<file path="src/rtl/mmcm_reset_sequencer.sv">
// Drives MMCM RST, watches a synchronized LOCKED, and releases a downstream
// reset once lock has held for STABLE_CYCLES; retries on timeout or lock loss.
module mmcm_reset_sequencer #(
  parameter int RST_CYCLES    = 16,
  parameter int LOCK_TIMEOUT  = 65536,
  parameter int STABLE_CYCLES = 1024,
  parameter int CNT_W         = 8
) (
  input  logic             clk,
  input  logic             rst,
  input  logic             locked,
  input  logic             soft_reset,
  output logic             mmcm_rst,
  output logic             sys_rst,
  output logic             ready,
  output logic [CNT_W-1:0] retry_count,
  output logic [CNT_W-1:0] loss_count
);

  localparam int MAX_AB = (RST_CYCLES > LOCK_TIMEOUT) ? RST_CYCLES : LOCK_TIMEOUT;
  localparam int MAX_C  = (MAX_AB > STABLE_CYCLES) ? MAX_AB : STABLE_CYCLES;
  localparam int CW     = $clog2(MAX_C) + 1;

  localparam logic [CW-1:0]    RST_LAST    = CW'(RST_CYCLES - 1);
  localparam logic [CW-1:0]    LOCK_LAST   = CW'(LOCK_TIMEOUT - 1);
  localparam logic [CW-1:0]    STABLE_LAST = CW'(STABLE_CYCLES - 1);
  localparam logic [CNT_W-1:0] CNT_MAX     = '1;

  typedef enum logic [1:0] {HOLD, WAIT_LOCK, SETTLE, RUN} state_t;

  state_t        state;
  logic [CW-1:0] cnt;
  logic [1:0]    sync_q;
  logic          locked_s;

  // LOCKED comes from the MMCM's own clock domain; only locked_s is trusted.
  always_ff @(posedge clk or posedge rst) begin
    if (rst) sync_q <= 2'b00;
    else     sync_q <= {sync_q[0], locked};
  end

  assign locked_s = sync_q[1];

  always_ff @(posedge clk or posedge rst) begin
    if (rst) begin
      state       <= HOLD;
      cnt         <= '0;
      mmcm_rst    <= 1'b1;
      sys_rst     <= 1'b1;
      ready       <= 1'b0;
      retry_count <= '0;
      loss_count  <= '0;
    end else if (soft_reset) begin
      // Wins over any same-cycle transition, so a simultaneous loss is not counted.
      state    <= HOLD;
      cnt      <= '0;
      mmcm_rst <= 1'b1;
      sys_rst  <= 1'b1;
      ready    <= 1'b0;
    end else begin
      case (state)
        HOLD: begin
          if (cnt == RST_LAST) begin
            state    <= WAIT_LOCK;
            cnt      <= '0;
            mmcm_rst <= 1'b0;
          end else begin
            cnt <= cnt + 1'b1;
          end
        end
        WAIT_LOCK: begin
          if (locked_s) begin
            state <= SETTLE;
            cnt   <= '0;
          end else if (cnt == LOCK_LAST) begin
            state    <= HOLD;
            cnt      <= '0;
            mmcm_rst <= 1'b1;
            if (retry_count != CNT_MAX) retry_count <= retry_count + 1'b1;
          end else begin
            cnt <= cnt + 1'b1;
          end
        end
        SETTLE: begin
          // A dropout here is an acquisition glitch: fall back without re-resetting.
          if (!locked_s) begin
            state <= WAIT_LOCK;
            cnt   <= '0;
          end else if (cnt == STABLE_LAST) begin
            state   <= RUN;
            cnt     <= '0;
            sys_rst <= 1'b0;
            ready   <= 1'b1;
          end else begin
            cnt <= cnt + 1'b1;
          end
        end
        RUN: begin
          if (!locked_s) begin
            state    <= HOLD;
            cnt      <= '0;
            mmcm_rst <= 1'b1;
            sys_rst  <= 1'b1;
            ready    <= 1'b0;
            if (loss_count != CNT_MAX) loss_count <= loss_count + 1'b1;
          end
        end
        default: begin
          state    <= HOLD;
          cnt      <= '0;
          mmcm_rst <= 1'b1;
          sys_rst  <= 1'b1;
          ready    <= 1'b0;
        end
      endcase
    end
  end

endmodule
</file>
<file path="config.mk">
export PLATFORM = sky130hd
export DESIGN_NAME = mmcm_reset_sequencer
export DESIGN_NICKNAME = d
export VERILOG_FILES = /design/src/rtl/mmcm_reset_sequencer.sv
export SDC_FILE = /design/constraint.sdc
export NUM_CORES = 1
export LEC_CHECK = 0
export CAP_MARGIN = 20
export CELL_PAD_IN_SITES_DETAIL_PLACEMENT = 1
export CELL_PAD_IN_SITES_GLOBAL_PLACEMENT = 1
export CORE_UTILIZATION = 41
export CTS_BUF_LIST = sky130_fd_sc_hd__clkbuf_4
export DETAILED_ROUTE_END_ITERATION = 8
export PLACE_DENSITY_LB_ADDON = 0.2
export SLEW_MARGIN = 15
export SYNTH_ARGS = -nofsm -noshare
export SYNTH_HDL_FRONTEND = slang
export SYNTH_SLANG_ARGS = --single-unit
</file>
<file path="constraint.sdc">
create_clock -name clk -period 2.65 [get_ports clk]
set_input_delay 0.3975 -clock clk [delete_from_list [all_inputs] [get_ports clk]]
set_output_delay 0.3975 -clock clk [all_outputs]
set_load 0.05 [all_outputs]
</file>
==> results of run 1 <==
## path summary, 6_finish.rpt
path,end,slack (ns),cells after the start
max,cnt[4],0.16,11
min,sync_q[1],0.37,0
max reg2reg,cnt[4],0.16,11
min reg2reg,sync_q[1],0.37,0
max in group asynchronous,sys_rst,1.83,3
min in group asynchronous,cnt[7],0.47,3
## worst max-delay path, stage by stage (launching register included)
cell     delay [ns]
dfrtp_1        0.38
ha_2           0.18
and4_4         0.23
nand4_1        0.14
or3_4          0.37
inv_2          0.07
ha_4           0.13
nor3_1         0.05
a211o_2        0.35
buf_4          0.17
a31oi_1        0.17
o22ai_1        0.11
## timing repair
action                                  in CTS  in global routing
resized for setup                            0                  7
setup buffers                                0                  1
endpoints found under the setup margin       1                 23
pin swaps                                    1                  4
## layer usage
metal | track usage | wire, um | vias up
li1 | - | - | 876
met1 | 0.275 | 2540 | 911
met2 | 0.336 | 2450 | 22
met3 | 0.0442 | 147 | 3
met4 | 0.0503 | 33 | 0
met5 | 0 | 0 | -
## sequential cells by signal, indices dropped and copies added (netlist names)
name	flops
cnt	17
sys_rst	1
mmcm_rst	1
loss_count	8
state	2
sync_q	2
ready	1
retry_count	8
## layout make-up
| cell class | count | area share |
|---|---|---|
| clock inverter | 1 | 0.00142 |
| tap | 70 | 0.0331 |
| sequential | 40 | 0.379 |
| inverter | 8 | 0.0113 |
| multi-input combinational | 156 | 0.411 |
| clock buffer | 7 | 0.0198 |
| timing repair buffer | 42 | 0.145 |
## power breakdown
group | internal, mW | leakage (nW) | switching, mW
Combinational | 0.0242 | 0.509 | 0.0338
Clock | 0.123 | 0.0338 | 0.201
Sequential | 0.616 | 0.545 | 0.00455
Total | 0.763 | 1.09 | 0.239
## stage by stage
stage | hold WS, ns | cells
detailed placement | 0.339 | 315
global route | 0.384 | 324
global placement | 0.332 | 315
floorplan | 0.331 | 216
CTS | 0.366 | 323
finish | 0.366 | 324
## cell usage in the layout (no fill, tap or decap), types with 2 or more instances in the layout
| master | netlist | final |
|---|---|---|
| inv_1 | 8 | 7 |
| dfstp_2 | 2 | 2 |
| a21oi_1 | 2 | 2 |
| clkdlybuf4s50_1 | 0 | 22 |
| or2_2 | 2 | 2 |
| or4_1 | 2 | 2 |
| o211ai_1 | 2 | 2 |
| nor3_1 | 6 | 6 |
| and4_1 | 3 | 2 |
| o2111ai_1 | 2 | 2 |
| a22oi_1 | 4 | 4 |
| buf_4 | 1 | 19 |
| or3_1 | 3 | 2 |
| nand2_1 | 23 | 22 |
| o31ai_1 | 4 | 4 |
| nand3_1 | 14 | 14 |
| mux2i_1 | 2 | 2 |
| nand4_1 | 14 | 14 |
| a31oi_1 | 6 | 6 |
| nor2_1 | 8 | 8 |
| clkbuf_4 | 1 | 7 |
| xnor2_1 | 12 | 12 |
| o21ai_0 | 5 | 5 |
| xor2_1 | 3 | 3 |
| and3_1 | 5 | 5 |
| ha_1 | 5 | 3 |
| o22ai_1 | 3 | 3 |
| dfrtp_1 | 38 | 38 |
## logic make-up after synthesis
logic type | after synthesis | synth area share
muxes | 4 | 0.0195
and+or+nand+nor | 91 | 0.228
AOI/OAI and AO/OA | 41 | 0.144
adders and majority gates | 5 | 0.0287
xor gates and xnor gates | 15 | 0.0603
DFF | 40 | 0.460
buffers and inverters | 20 | 0.0591
==> reports/qor.csv, run 1 <==
metric;value;unit
grt_pass1_vias;1799;
ys_seq_area_frac;0.460;
cts_hold_buffers;0;
syn_to_final_growth;21.5;%
drv_slew;0;
fillers;587;
postSynthCellCount;216;
cts_tree;built;
min_period;2.49;ns
synth_enable_flop_cells;0;
total_power;1.00;mW
core;0.00511;mm^2
hpwlAfterDp;3.69;mm
wl_per_cell;16.0;um
rsz0062_at_grt;no;
cts_root_buffer;clkbuf_4;
final_nets;262;
leakagePower;1.09;nW
outcome;completed;
cp-start-kind;flop;
finalSetupViolations;0;
synth.most_common_cell;dfrtp_1;
ant_nets;0;
timing.final.ws_setup;0.157;ns
ctsHtreeMaxLevel;2;
wirelength;5.17;mm
cts_made_buffers;5;
clock-sinks;40;
synthTopCellsByArea;dfrtp_1 44%, xnor2_1 4.8%, nand4_1 4.0%;
yosysWarningCount;0;
finalCritPeriodShare;0.941;
fin_skew;0.00371;ns
final_cell_area;0.00265;mm^2
die_x;74.9;um
track_usage;0.204;
cellPowerDensity;378;mW/mm^2
multiInputGateArea;0.00109;mm^2
irDropWorstVdd;0.000221;V
first_pass_iters;4;
placed_area;0.00256;mm^2
cap_violations;0;
netlist_area;0.00218;mm^2
gp_congestion;0.795;
cts_max_path_buffers;2;
grt.overflow.total;0;
synthTopCellsByCount;38 x dfrtp_1, 23 x nand2_1, 14 x nand3_1, 14 x nand4_1, 12 x xnor2_1;
drc;0;
register_area;0.00100;mm^2
maxSlewHeadroom;0.663;
clkTransAtPathRegs;0.12;ns
arrival;2.73;ns
die_area;0.00561;mm^2
place_ws;0.0126;ns
io_buffers;22;
critPathMaxFanout;8;
cp.required;2.88;ns
viasPerCell;5.59;
avgSynthCellArea;10.1;um^2
antenna_found_initial;0;
n_antenna_cell;0;
dr_total_vias;1812;
critPathLaunch;cnt[0];
die_y;74.9;um
grt_pass1_wl;8.65;mm
path_class;reg2reg;
drt_iter0_markers;55;
hold_class;reg2reg;
r2r-start;cnt[0];
utilization;0.518;
fmax;401;MHz
yosysTopAreaCell;dfrtp_1;
min-delay-start;sync_q[0];
synth_top_flop_cell;dfrtp_1;
synth_nets;225;
synth_cell_types;55;
hold_viol_final;0;
rows;26;
initial_core_util;0.427;
layout-drive-gt1-share;0.181;
setup_tns;0;ns
ios;23;
cp-end-kind;flop;
synthArstFlopShare;1.00;
insertion_delay;0.35;ns
grt_max_degree;41;
synth_top_area_frac;0.436;
ys_seq_elements;40;
tightest_slew;0.504;ns
No activity file was read; power rests on OpenSTA's default activity.
==> run 2, diff against run 1 <==
Settings changed: CORE_MARGIN set to 2.
==> run 2 against run 1 <==
Net effect:
- first-iteration DRC count grew 82%
- global-route usage shrank 0.80 points
- clock skew grew 0.0076 ns
==> reports/qor.csv, run 2 (synthesized netlist as in run 1, its figures left out) <==
metric;value;unit;change
outcome;completed;;
syn_to_final_growth;23.2;%;
cp_top_family;simple AND/OR/NAND/NOR gates;;
stdcell_count;327;;+0.93%
final_nets;265;;+1.1%
drc;0;;unchanged
wirelength;5.27;mm;+1.9%
cts_root_buffer;clkbuf_4;;
ctsHtreeMaxLevel;2;;unchanged
track_usage;0.196;;-0.00805
die_y;76.9;um;+2.7%
first_pass_iters;4;;unchanged
ios;23;;unchanged
met1Wirelength;2.53;mm;-0.51%
regMostFlops;cnt;;
maxSlewHeadroom;0.659;;-0.00416
path_class;reg2reg;;
r2r-start;cnt[0];;
wl_met2;2.51;mm;+2.8%
tightest_slew;0.511;ns;+0.00781 ns
rows;26;;unchanged
grt_pass1_vias;1859;;+3.3%
leakagePower;1.11;nW;+1.7%
cp_slowest_cell;or3_4;;
finalSetupViolations;0;;unchanged
wl_met3;151;um;+2.7%
final_cell_mix;38 x dfrtp_1, 22 x nand2_1, 22 x clkdlybuf4s50_1;;
clock-sinks;40;;unchanged
worst_path_most_repeated_cell;ha_2;;
reg_top3;cnt x17, loss_count x8, retry_count x8;;
final_common_cell;dfrtp_1;;
cellPowerDensity;404;mW/mm^2;+6.8%
initial_core_util;0.427;;unchanged
hpwlAfterDp;3.70;mm;+0.21%
cap_violations;0;;unchanged
crit_buf_inv;2;;unchanged
hold_depth;0;;unchanged
cts_tree;built;;
cp-start-kind;flop;;
r2r_setup_slack;0.05;ns;-0.11 ns
core;0.00511;mm^2;unchanged
utilization;0.526;;+0.00760
cts_max_path_buffers;2;;unchanged
r2r_end;retry_count[1];;
grt.overflow.total;0;;unchanged
viasPerCell;5.68;;+1.6%
fin_skew;0.0113;ns;+0.00761 ns
fmax;385;MHz;-4.1%
worstPathCellList;ha_2, and4_4, nand4_1, or3_4, inv_1, ha_2, nand2_1, a311oi_4, buf_6, mux2_2;;
cp.required;2.90;ns;+0.02 ns
endpoint;retry_count[1];;
grt_pass1_wl;9.32;mm;+7.8%
irDropWorstVdd;0.000202;V;-8.9%
cts_made_buffers;5;;unchanged
cp.depth;10;;-1
cp-end-kind;flop;;
hold_viol_final;0;;unchanged
grt_max_degree;41;;unchanged
gp_congestion;0.783;;-1.5%
insertion_delay;0.35;ns;about the same
layout-drive-gt1-share;0.198;;+0.0173
dp.cells;316;;+0.32%
ant_nets;0;;unchanged
dr_total_vias;1858;;+2.5%
hold_class;reg2reg;;
ff2ff_path_depth;10;;-1
critPathLaunch;cnt[0];;
die_area;0.00592;mm^2;+5.4%
arrival;2.85;ns;+0.12 ns
antenna_found_initial;0;;unchanged
drt_iter0_markers;100;;+82%
n_antenna_cell;0;;unchanged
clkTransAtPathRegs;0.13;ns;about the same
min_period;2.60;ns;+0.106 ns
critPathMaxFanout;8;;unchanged
largest_register_ffs;17;;unchanged
io_buffers;22;;unchanged
finalCritPeriodShare;0.981;;+0.0399
drv_slew;0;;unchanged
wl_per_cell;16.1;um;+0.92%
die_x;76.9;um;+2.7%
critPathMaxStageDelay;0.43;ns;+0.05 ns
dr.max_layer_used;met4;;
==> run 2: timing repair <==
action / CTS / global route
cloned: 0 / 0
hold buffers: 0 / 0
resized for setup: 0 / 8
setup buffers: 0 / 3
setup endpoints to repair: 5 / 23
pin swaps: 1 / 3
==> run 2: layer usage <==
metal	vias up	GRT usage
met4	0	0.0600
met3	6	0.0365
met1	937	0.278
li1	893	-
met2	22	0.304
met5	-	0
==> run 2: through the flow <==
stage / power [mW] / setup TNS, ns / setup slack (ns) / hold slack, ns / cell area [um^2]
2_1_floorplan: 0.665 / 0 / 0.0204 / 0.331 / 2190
3_3_place_gp: 0.689 / 0 / 0.0672 / 0.332 / 2550
3_5_place_dp: 0.690 / -0.0105 / -0.0105 / 0.363 / 2550
4_1_cts: 1.10 / 0 / 0.00592 / 0.391 / 2630
5_1_grt: 1.13 / -0.00607 / -0.00502 / 0.413 / 2690
6_report: 1.09 / 0 / 0.0516 / 0.381 / 2690
==> run 2: worst min path at each step <==
stage	from	to	slack (ns)
3_3_place_gp	sync_q[0]	sync_q[1]	0.33
6_report	sync_q[0]	sync_q[1]	0.38
5_1_grt	sync_q[0]	sync_q[1]	0.41
2_1_floorplan	sync_q[0]	sync_q[1]	0.33
3_5_place_dp	sync_q[0]	sync_q[1]	0.36
4_1_cts	sync_q[0]	sync_q[1]	0.39
==> run 2: worst reg2reg max path: cells and delay by family (launching register included) <==
kind,cells,cell delay [ns]
buffers and inverters,2,0.24
muxes,1,0.33
adders and majority gates,2,0.38
DFF,1,0.38
and+or+nand+nor,4,0.90
AOI/OAI and AO/OA,1,0.28
==> run 2: power by group <==
group | total (mW) | internal [mW] | switching, mW
Clock | 0.407 | 0.197 | 0.210
Sequential | 0.620 | 0.616 | 0.00429
Combinational | 0.0593 | 0.0248 | 0.0345
Total | 1.09 | 0.837 | 0.249
==> run 2: final cells by class <==
class / instances / area (um^2)
Sequential cell: 40 / 1000
Inverter: 8 / 30.0
Clock inverter: 3 / 42.5
Fill cell: 582 / 2420
Clock buffer: 5 / 37.5
Multi-Input combinational cell: 156 / 1080
Tap cell: 70 / 87.6
Timing Repair Buffer: 45 / 400
